==> src/rtl/shift_pkg.sv <==
// Shared op encodings for the pipelined barrel shifter.
package shift_pkg;
  typedef logic [1:0] shift_op_t;

  localparam shift_op_t SH_LSL = 2'b00;
  localparam shift_op_t SH_LSR = 2'b01;
  localparam shift_op_t SH_ASR = 2'b10;
  localparam shift_op_t SH_ROR = 2'b11;
endpackage

==> src/rtl/shift_stage.sv <==
// One barrel-shifter pipeline slice: conditional 2^K shift, register slice, valid/ready.
// Carry tracking exists only under BARREL_SHIFT_PIPE_FLAGS_EN.
module shift_stage
  import shift_pkg::*;
#(
  parameter int WIDTH   = 16,
  parameter int SHAMT_W = 4,
  parameter int K       = 0
) (
  input  logic               clk,
  input  logic               reset,
  input  logic               prev_valid,
  output logic               ready,
  input  logic [WIDTH-1:0]   prev_data,
  input  logic [SHAMT_W-1:0] prev_shamt,
  input  shift_op_t          prev_op,
`ifdef BARREL_SHIFT_PIPE_FLAGS_EN
  input  logic               prev_carry,
  output logic               carry,
`endif
  input  logic               next_ready,
  output logic               valid,
  output logic [WIDTH-1:0]   data,
  output logic [SHAMT_W-1:0] shamt,
  output shift_op_t          op
);
  localparam int S = 1 << K;

  logic [WIDTH-1:0] shifted;
  logic             take;

  always_comb begin
    shifted = prev_data;
    case (prev_op)
      SH_LSL:  shifted = {prev_data[WIDTH-S-1:0], {S{1'b0}}};
      SH_LSR:  shifted = {{S{1'b0}}, prev_data[WIDTH-1:S]};
      SH_ASR:  shifted = {{S{prev_data[WIDTH-1]}}, prev_data[WIDTH-1:S]};
      default: shifted = {prev_data[S-1:0], prev_data[WIDTH-1:S]};
    endcase
  end

  assign ready = !valid || next_ready;
  assign take  = prev_valid && ready;

`ifdef BARREL_SHIFT_PIPE_FLAGS_EN
  // Last bit leaving this stage; for ROR that bit is also the new MSB.
  logic shift_carry;
  assign shift_carry = (prev_op == SH_LSL) ? prev_data[WIDTH-S] : prev_data[S-1];
`endif

  always_ff @(posedge clk) begin
    if (reset) begin
      valid <= 1'b0;
      data  <= '0;
`ifdef BARREL_SHIFT_PIPE_FLAGS_EN
      carry <= 1'b0;
`endif
    end else begin
      if (ready) valid <= prev_valid;
      if (take) begin
        data  <= prev_shamt[K] ? shifted : prev_data;
        shamt <= prev_shamt;
        op    <= prev_op;
`ifdef BARREL_SHIFT_PIPE_FLAGS_EN
        carry <= prev_shamt[K] ? shift_carry : prev_carry;
`endif
      end
    end
  end
endmodule

==> src/rtl/barrel_shift_pipe.sv <==
// Pipelined barrel shifter: SHAMT_W handshaked stages, LSL/LSR/ASR/ROR.
// Define BARREL_SHIFT_PIPE_FLAGS_EN to add out_carry/out_zero.
module barrel_shift_pipe
  import shift_pkg::*;
#(
  parameter  int WIDTH   = 16,
  localparam int SHAMT_W = $clog2(WIDTH)
) (
  input  logic               clk,
  input  logic               reset,
  input  logic               in_valid,
  output logic               in_ready,
  input  logic [WIDTH-1:0]   in_data,
  input  logic [SHAMT_W-1:0] in_shamt,
  input  shift_op_t          in_op,
  output logic               out_valid,
  input  logic               out_ready,
  output logic [WIDTH-1:0]   out_data
`ifdef BARREL_SHIFT_PIPE_FLAGS_EN
  ,
  output logic               out_carry,
  output logic               out_zero
`endif
);
  // Index 0 is the input port; index k+1 is the register of stage k.
  logic      [SHAMT_W:0]              vld_pipe;
  logic      [SHAMT_W:0]              rdy;
  logic      [SHAMT_W:0][WIDTH-1:0]   data_s;
  logic      [SHAMT_W:0][SHAMT_W-1:0] shamt_s;
  shift_op_t [SHAMT_W:0]              op_s;
`ifdef BARREL_SHIFT_PIPE_FLAGS_EN
  logic      [SHAMT_W:0]              carry_s;
  assign carry_s[0] = 1'b0;
`endif

  assign vld_pipe[0]  = in_valid;
  assign data_s[0]    = in_data;
  assign shamt_s[0]   = in_shamt;
  assign op_s[0]      = in_op;
  assign rdy[SHAMT_W] = out_ready;

  for (genvar k = 0; k < SHAMT_W; k++) begin : g_stage
    shift_stage #(.WIDTH(WIDTH), .SHAMT_W(SHAMT_W), .K(k)) u_stage (
      .clk        (clk),
      .reset      (reset),
      .prev_valid (vld_pipe[k]),
      .ready      (rdy[k]),
      .prev_data  (data_s[k]),
      .prev_shamt (shamt_s[k]),
      .prev_op    (op_s[k]),
`ifdef BARREL_SHIFT_PIPE_FLAGS_EN
      .prev_carry (carry_s[k]),
      .carry      (carry_s[k+1]),
`endif
      .next_ready (rdy[k+1]),
      .valid      (vld_pipe[k+1]),
      .data       (data_s[k+1]),
      .shamt      (shamt_s[k+1]),
      .op         (op_s[k+1])
    );
  end

  // The tail stage's shamt/op have no consumer.
  logic unused_tail;
  assign unused_tail = ^{shamt_s[SHAMT_W], op_s[SHAMT_W]};

  assign in_ready  = rdy[0];
  assign out_valid = vld_pipe[SHAMT_W];
  assign out_data  = data_s[SHAMT_W];
`ifdef BARREL_SHIFT_PIPE_FLAGS_EN
  assign out_carry = carry_s[SHAMT_W];
  // Qualified by valid so an empty (or just reset) pipe reports zero=0.
  assign out_zero  = out_valid && (out_data == '0);
`endif
endmodule

==> config.mk <==
export PLATFORM = sky130hd
export DESIGN_NAME = barrel_shift_pipe
export DESIGN_NICKNAME = d
export VERILOG_FILES = /design/src/rtl/shift_pkg.sv /design/src/rtl/shift_stage.sv /design/src/rtl/barrel_shift_pipe.sv
export SDC_FILE = /design/constraint.sdc
export NUM_CORES = 1
export LEC_CHECK = 0
export ABC_AREA = 1
export CORE_ASPECT_RATIO = 1.2
export CORE_MARGIN = 2
export CORE_UTILIZATION = 40
export CTS_BUF_LIST = sky130_fd_sc_hd__clkbuf_4 sky130_fd_sc_hd__clkbuf_8 sky130_fd_sc_hd__clkbuf_16
export CTS_CLUSTER_DIAMETER = 120
export DETAILED_ROUTE_END_ITERATION = 10
export HOLD_SLACK_MARGIN = 0.06
export PLACE_DENSITY = 0.59
export SLEW_MARGIN = 20
export SYNTH_ARGS = -nofsm -noshare
export SYNTH_HDL_FRONTEND = slang
export SYNTH_HIERARCHICAL = 1
export SYNTH_SLANG_ARGS = --single-unit
export TNS_END_PERCENT = 50
==> constraint.sdc <==
create_clock -name clk -period 1.7 [get_ports clk]
set_input_delay 0.34 -clock clk [delete_from_list [all_inputs] [get_ports clk]]
set_output_delay 0.34 -clock clk [all_outputs]
set_load 0.02 [all_outputs]
; ---- Word-level counts from Yosys, hierarchy flattened
; Index checks and enable logic that the tools add are counted.
[classes]
n_mux = 8
n_reduce_logical = 19
n_eq_ne = 8
bitwise = 1
[ops]
columns = cell, n
row1 = $pmux 16 s3, 4
row2 = $mux 16, 4
row3 = $eq 2x1->1 const B, 4
row4 = $eq 2x2->1 const B, 4
row5 = $logic_not 2->1, 4
row6 = $reduce_and 2->1, 3
row7 = $logic_and 1x1->1, 4
row8 = $logic_not 1->1, 4
row9 = $logic_or 1x1->1, 4
row10 = $not 1->1, 1
[word_totals]
out_inout_bits = 18
wordCells = 50
ff_bits = 86
inputBits = 26

; ---- Longest topological paths before layout
; Gate-level depths: netlist of run 1.
[depth]
depth_word = 7
ltp_mapped = 13
mapped_depth_nobuf = 13

; ---- Hierarchy
; The synthesis of run 1 kept the hierarchy.
[by_module_without_submodules]
columns = mod, area_per_inst_um2, seq_area_each_um2, instances, cells_each
row1 = shift_stage at g_stage[0].u_stage, 1243.7, 520.5, 1, 185
row2 = shift_stage at g_stage[2].u_stage, 1096.1, 520.5, 1, 140
row3 = shift_stage at g_stage[1].u_stage, 1081.0, 520.5, 1, 138
row4 = shift_stage at g_stage[3].u_stage, 1028.5, 520.5, 1, 124

; ---- Least setup slack after synthesis of run 1
; OpenSTA, ideal clock, no wires.
[synth_path]
kind = register to register
startpoint = register g_stage[3].u_stage.valid
endpoint = register g_stage[0].u_stage.op[0] (enable)
period_less_slack_ns = 1.893
arrival_ns = 1.543
required_ns = 1.350
setup_ns = 0.350
stages_incl_launch_ff = 11
path_slack_ns = -0.193
n_path_buf = 1
cell_sequence = dfxtp_1 nand2_1 inv_1 nand2_2 inv_1 nand2_2 inv_1 nand2_1 nand2_1 buf_2 nor2_1
[synth_between]
elab_chain_cells = 7
[synth_lines]
columns = element, line_no
row1 = start: declaration, shift_stage.sv:22  ; output logic valid,
row2 = start signal: assignment, shift_stage.sv:59  ; if (ready) valid <= prev_valid;
row3 = $logic_not 1->1, shift_stage.sv:42  ; assign ready = !valid || next_ready;
row4 = $logic_or 1x1->1, shift_stage.sv:42
row5 = net rdy[3], barrel_shift_pipe.sv:27  ; logic [SHAMT_W:0] rdy;
row6 = $logic_or 1x1->1, shift_stage.sv:42
row7 = net rdy[2], barrel_shift_pipe.sv:27
row8 = $logic_or 1x1->1, shift_stage.sv:42
row9 = net rdy[1], barrel_shift_pipe.sv:27
row10 = $logic_or 1x1->1, shift_stage.sv:42
row11 = net in_ready, barrel_shift_pipe.sv:12  ; output logic in_ready,
row12 = $logic_and 1x1->1, shift_stage.sv:43  ; assign take = prev_valid && ready;
row13 = $reduce_and 2->1 (no source line), n/a
row14 = end signal: assignment, shift_stage.sv:63  ; op <= prev_op;
row15 = end: declaration, shift_stage.sv:25  ; output shift_op_t op
; The timed path passes the listed nets, and every way through them passes these cells.
; A chain may end at the register's enable or synchronous reset.

; ---- Worst setup path after layout of run 1
[layout_path]
startpoint = register g_stage[3].u_stage.data[9]
endpoint = output port out_data[9]
[layout_rtl]
columns = element, line_no
row1 = start: declaration, shift_stage.sv:23  ; output logic [WIDTH-1:0] data,
row2 = start signal: assignment, shift_stage.sv:61  ; data <= prev_shamt[K] ? shifted : prev_data;
row3 = end: declaration, barrel_shift_pipe.sv:18  ; output logic [WIDTH-1:0] out_data
; No word-level cell between the ends.

==> results of run 1 <==
==> metal layers <==
metal | routed length [microns] | share of wire (%) | vias to the layer above | track usage [%]
met5 | 0 | 0 | - | 0
met3 | 438 | 4.5 | 18 | 4.87
met2 | 5050 | 52 | 118 | 33.8
met1 | 3940 | 41 | 1667 | 20.0
met4 | 251 | 2.6 | 0 | 9.24
li1 | - | - | 2005 | -
==> how the worst min path moves through the flow <==
stage / startpoint / end / slack, ns / depth (start not counted)
floorplan: g_stage[0].u_stage/shamt[2] / g_stage[1].u_stage/shamt[2] / 0.40 / 0
global placement: g_stage[1].u_stage/shamt[3] / g_stage[2].u_stage/shamt[3] / 0.41 / 0
CTS: out_ready / g_stage[3].u_stage/valid / 0.41 / 4
detailed placement: g_stage[0].u_stage/shamt[3] / g_stage[1].u_stage/shamt[3] / 0.41 / 0
global route: g_stage[1].u_stage/shamt[3] / g_stage[2].u_stage/shamt[3] / 0.43 / 0
finish: out_ready / g_stage[3].u_stage/valid / 0.42 / 4
==> layout by cell type, fill, tap and decap left out, types with 3 or more instances in the layout <==
cell / instances
sky130_fd_sc_hd__o21bai_1: 6
sky130_fd_sc_hd__o21ai_0: 42
sky130_fd_sc_hd__clkbuf_16: 9
sky130_fd_sc_hd__nor2_4: 3
sky130_fd_sc_hd__o21ai_1: 28
sky130_fd_sc_hd__or2_2: 7
sky130_fd_sc_hd__dfxtp_1: 68
sky130_fd_sc_hd__nand2_1: 98
sky130_fd_sc_hd__inv_1: 47
sky130_fd_sc_hd__a21oi_2: 7
sky130_fd_sc_hd__inv_2: 7
sky130_fd_sc_hd__nand2_2: 8
sky130_fd_sc_hd__clkbuf_4: 4
sky130_fd_sc_hd__nor2_2: 3
sky130_fd_sc_hd__a21oi_1: 108
sky130_fd_sc_hd__nor2_1: 54
sky130_fd_sc_hd__edfxtp_1: 12
sky130_fd_sc_hd__buf_4: 16
sky130_fd_sc_hd__clkdlybuf4s50_1: 39
sky130_fd_sc_hd__nand3_1: 44
==> layout make-up <==
type	count	area share [%]
multi-input cells	412	40.0
well taps	126	3.20
clock buffers	15	5.74
flip-flops and latches	80	34.9
inverters	54	4.11
repair buffers	61	12.0
==> sequential cells by signal, indices dropped and copies added (netlist names) <==
| name | cells |
|---|---|
| g_stage.u_stage/data | 64 |
| g_stage.u_stage/op | 6 |
| g_stage.u_stage/shamt | 6 |
| g_stage.u_stage/valid | 4 |
==> metrics by stage <==
step,hold WS (ns),utilization (%),setup TNS (ns),instances
after floorplan,0.400,-,0,574
after global placement,0.408,46.5,-7.59,732
after detailed placement,0.413,46.5,-8.31,732
after CTS,0.408,49.4,0,748
after global routing,0.431,49.5,0,748
final,0.417,49.5,0,748
==> power by group <==
part | leakage [nW] | switching (mW) | internal, mW
clock network | 0.144 | 0.694 | 1.13
logic | 1.32 | 0.306 | 0.235
registers | 0.669 | 0.0981 | 2.02
==> what timing repair did <==
action | CTS | global route
resized for setup | 8 | 1
endpoints found under the hold margin | 0 | 0
cloned | 0 | 0
buffers inserted | 1 | 0
setup endpoints to repair | 2 | 1
==> results_dict.tcl, run 1 <==
set metrics [dict create \
    worst_setup_timing_slack_at_the_placement_stage_ns -0.524 \
    clock_latency_ns 0.34 \
    grt_max_degree 27 \
    boundaryPins 44 \
    fp.dieH_microns 115 \
    power.density_nw_per_um2 910 \
    floorplan.initialDensity_pct 41.0 \
    result_of_the_run "complete, no violations" \
    power_leakage_nw 2.14 \
    finalMaxSlewViolations 0 \
    routabilityCongestion 0.839 \
    crit_family "buffers and inverters" \
    floorplan.die.width_microns 96.3 \
    synth_fp_nets 600 \
    crit_path_max_fanout 2 \
    clk_transition_reported_paths_ns 0.05 \
    fillers 993 \
    gr-total-overflow 0 \
    design.core.area_sq_um 9960 \
    clock_tree_from_tritoncts "yes" \
    routed_wl_mm 9.68 \
    cts_made_buffers 9 \
    maxClockFrequency_mhz 615 \
    worstReg2RegEnd "g_stage[0].u_stage/shamt[3]" \
    multi_input_comb_area_sq_um 1970 \
    n_antenna_cell 0 \
    path_cells "clkdlybuf4s50_1" \
    clock_skew_after_layout_ns 0.00424 \
    finalNetCount 644 \
    cp.required_ns 1.36 \
    viasPerCell 5.09 \
    dp.final_hpwl_mm 7.18 \
    seqCellArea_sq_um 1720 \
    drcViolationCount 0 \
    report.final.setup_viol 0 \
    area_growth_pct 20.6 \
    post_dr_wirelength_cell_microns 12.9 \
    drt_pass1_iterations 5 \
    ctsHoldBuffers 0 \
    setup.worst_path.end_class "primary output" \
    max_cap_viol_count 0 \
    clock-sinks 80 \
    r2r_cells 9 \
    dr_total_vias 3808 \
    critical_path_class "reg2out" \
    netlist_instances 574 \
    post_route_cells_drive_above_1_share_pct 11.4 \
    worst_slew_pin_slew_ns 0.575 \
    worst_ir_drop_on_vdd_mv 0.371 \
    crit_path_start "g_stage[3].u_stage/data[9]" \
    critical_path_arrival_ns 1.29 \
    io_buffer_count 43 \
    synth_area_per_cell_sq_um 7.12 \
    layout_min_cycle_time_ns 1.63 \
    crit_slowest_cell "sky130_fd_sc_hd__clkdlybuf4s50_1" \
    h-tree-depth 3 \
    syn_area_sq_um 4090 \
    synth_warnings 6 \
    placement_rows 40 \
    placed_standard_cell_area_sq_um 4640 \
    regToRegSetupSlack_ns 0.26 \
    die_area_sq_um 11000 \
    critical_path.startpoint_type "flop" \
    antenna_violating_nets_post_route 0 \
    ctsLongestPathBuffers 2 \
    vias_in_the_first_global_route 3557 \
    worst-path-buf-inv 1 \
    setup_repair_after_global_routing_missed_its_margin "false" \
    post-route-period-util_pct 95.7 \
    wire_length_of_the_first_global_routing_pass_mm 16.3 \
    crit_cells 1 \
    r2r-start "g_stage[3].u_stage/valid" \
    antenna_found_initial 0 \
    ctsRootBufferMaster "sky130_fd_sc_hd__clkbuf_16" \
    final.setup.worst_slack_ns 0.0728 \
    detail_route.iter0.violations 179 \
    slew_headroom_pct 61.6 \
    postLayoutCellArea_sq_um 4930 \
    hold_violations 0 \
    total_power_of_the_final_layout_mw 4.48 \
    worstHoldPathType "in2reg" \
    timing.critical_path.slowest_cell_delay_ns 0.61 \
    worst_setup_path_endpoint "out_data[9]" \
    track_usage_pct 18.8 \
]
No activity file was read; power rests on OpenSTA's default activity.
==> inputs of run 2 (changes only) <==
SLEW_MARGIN = 10   (was 20)
==> results of run 2 <==
Final layout, timing and power as in run 1 (identical DEF).
==> inputs of run 3 (changes only) <==
CELL_PAD_IN_SITES_DETAIL_PLACEMENT = 1   (was not set)
CELL_PAD_IN_SITES_GLOBAL_PLACEMENT = 1   (was not set)
CORE_UTILIZATION = 38   (was 40)
GPL_ROUTABILITY_DRIVEN = 0   (was not set)
PLACE_DENSITY = 0.73   (was 0.59)
==> run 3 against run 2 <==
Effect of this change:
- critical path depth is the same
- count of clock-buffer cells in the layout fell by 1
- maximum frequency is 0.61% higher
- cell area is 2.2% higher
- via count rose by 2.7%
- wire length is 12% higher
- utilization decreased by 1.6 points
- sequential share of layout area fell by 0.76 points
- clock skew is 0.0051 ns higher
- combinational power rose by 6.5%
- sequential power is essentially flat
- critical endpoint unchanged
- highest routed layer unchanged
==> results_dict.tcl, run 3 (synthesis results as in run 1) <==
set metrics [dict create \
    r2r-start "g_stage[3].u_stage/valid" \
    hold-worst-slack_ns 0.328 \
    wl_met2_mm 6.08 \
    io_buffer_count 43 \
    crit_path_start "g_stage[3].u_stage/data[9]" \
    place.detailed.instances 745 \
    dr_total_vias 3911 \
    clk_transition_reported_paths_ns 0.05 \
    finish.utilization_pct 47.9 \
    antenna_violating_nets_post_route 0 \
    crit_path_max_fanout 2 \
    layout_min_cycle_time_ns 1.62 \
    grt_max_degree 27 \
    regMostFlops "g_stage.u_stage/data" \
    drt_pass1_iterations 4 \
    power_leakage_nw 2.17 \
    worst_setup_path_endpoint "out_data[9]" \
    clock_skew_after_layout_ns 0.00934 \
    postCtsResizedCells 6 \
    final_cell_mix "sky130_fd_sc_hd__a21oi_1, sky130_fd_sc_hd__nand2_1, sky130_fd_sc_hd__dfxtp_1, sky130_fd_sc_hd__nor2_1" \
    ctsRootBufferMaster "sky130_fd_sc_hd__clkbuf_16" \
    die_area_sq_um 11600 \
    floorplan.die.width_microns 98.7 \
    setup_repair_after_global_routing_missed_its_margin "false" \
    clock_tree_from_tritoncts "yes" \
    timing.critical_path.slowest_cell_delay_ns 0.61 \
    worst_slew_pin_slew_ns 0.589 \
    ctsHoldBuffers 0 \
    path_cells "clkdlybuf4s50_1" \
    post_dr_wirelength_cell_microns 14.3 \
    viasPerCell 5.15 \
    finalNetCount 653 \
    clock_power_share_pct 40.0 \
    postLayoutCellArea_sq_um 5040 \
    largest_register_ff_count 64 \
    setup.worst_path.end_class "primary output" \
    gr-total-overflow 0 \
    power.combinational.fraction_pct 12.8 \
    antenna_found_initial 0 \
    seqPwrFrac_pct 47.2 \
    area_growth_pct 23.3 \
    result_of_the_run "complete, no violations" \
    max_cap_viol_count 0 \
    critical_path_arrival_ns 1.28 \
    report.final.setup_viol 0 \
    regToRegSetupSlack_ns 0.28 \
    wire_length_of_the_first_global_routing_pass_mm 18.9 \
    floorplan.initialDensity_pct 38.8 \
    power.density_nw_per_um2 893 \
    maxClockFrequency_mhz 618 \
    critical_path.startpoint_type "flop" \
    total_power_of_the_final_layout_mw 4.50 \
    cp.required_ns 1.36 \
    critical_path_class "reg2out" \
    drcViolationCount 0 \
    ctsLongestPathBuffers 2 \
    post-route-period-util_pct 95.1 \
    track_usage_pct 19.8 \
    post_route_cells_drive_above_1_share_pct 14.6 \
    cts_setup_buffers 0 \
    crit_slowest_cell "sky130_fd_sc_hd__clkdlybuf4s50_1" \
    worst-path-buf-inv 1 \
    vias_in_the_first_global_route 3996 \
    worstHoldPathCells 4 \
    worstReg2RegEnd "g_stage[0].u_stage/data[3]" \
    layout.cells.most_common "sky130_fd_sc_hd__a21oi_1" \
    largest_registers "g_stage.u_stage/data (64), g_stage.u_stage/op (6), g_stage.u_stage/shamt (6)" \
    hold_violations 0 \
    n_antenna_cell 0 \
    placed_standard_cell_area_sq_um 4700 \
    detail_route.wirelength.met1_mm 4.24 \
    h-tree-depth 3 \
    dp.final_hpwl_mm 8.41 \
    placement_rows 41 \
    cts_made_buffers 9 \
    p_int_mw 3.38 \
    r2r_cells 12 \
    fp.dieH_microns 118 \
    maxUsedRoutingLayer "met4" \
    clock_latency_ns 0.34 \
    worstHoldPathType "in2reg" \
    sw_frac_of_total_pct 24.8 \
    routed_wl_mm 10.9 \
    finalMaxSlewViolations 0 \
    worst_ir_drop_on_vdd_mv 0.407 \
    route.met3.wl_microns 260 \
    design.core.area_sq_um 10500 \
    fin_cells 760 \
    crit_family "buffers and inverters" \
    boundaryPins 44 \
    clock-sinks 80 \
    slew_headroom_pct 60.7 \
    detail_route.iter0.violations 133 \
    crit_cells 1 \
    switchingPower_mw 1.12 \
]
run 3: worst min-delay path by stage:
| stage | start | to | slack (ns) |
|---|---|---|---|
| 3_3_place_gp | g_stage[0].u_stage/shamt[2] | g_stage[1].u_stage/shamt[2] | 0.41 |
| 5_1_grt | out_ready | g_stage[3].u_stage/valid | 0.36 |
| 3_5_place_dp | g_stage[0].u_stage/shamt[2] | g_stage[1].u_stage/shamt[2] | 0.42 |
| 6_report | out_ready | g_stage[3].u_stage/valid | 0.33 |
| 2_1_floorplan | g_stage[0].u_stage/shamt[2] | g_stage[1].u_stage/shamt[2] | 0.40 |
| 4_1_cts | g_stage[0].u_stage/shamt[2] | g_stage[1].u_stage/shamt[2] | 0.43 |
run 3: per-stage QoR:
stage	TNS [ns]	worst slack [ns]
after floorplan	0	0.0367
after global placement	-10.56	-0.469
after detailed placement	-12.49	-0.470
after CTS	-0.166	-0.0315
after global routing	0	0.0343
final	0	0.0827
run 3: power groups by stage:
stage	Sequential, mW	Combinational [mW]	Clock (mW)
5_1_grt	2.14	0.654	1.94
3_5_place_dp	2.16	0.562	0
4_1_cts	2.12	0.570	1.84
6_report	2.12	0.576	1.80
3_3_place_gp	2.16	0.547	0
2_1_floorplan	2.14	0.351	0
run 3: layout make-up:
cell class                 instances  area, sq um
clock buffer                      14          275
inverter                          54          203
tap                              129          161
fill                            1367         5480
sequential                        80         1720
timing repair buffer              70          659
multi-input combinational        412         2010
clock inverter                     1         5.00
run 3: per-layer routing:
metal | track usage [%] | up-vias
met3 | 2.73 | 18
met2 | 37.4 | 60
met4 | 8.90 | 0
met5 | 0 | -
li1 | - | 2016
met1 | 21.3 | 1817
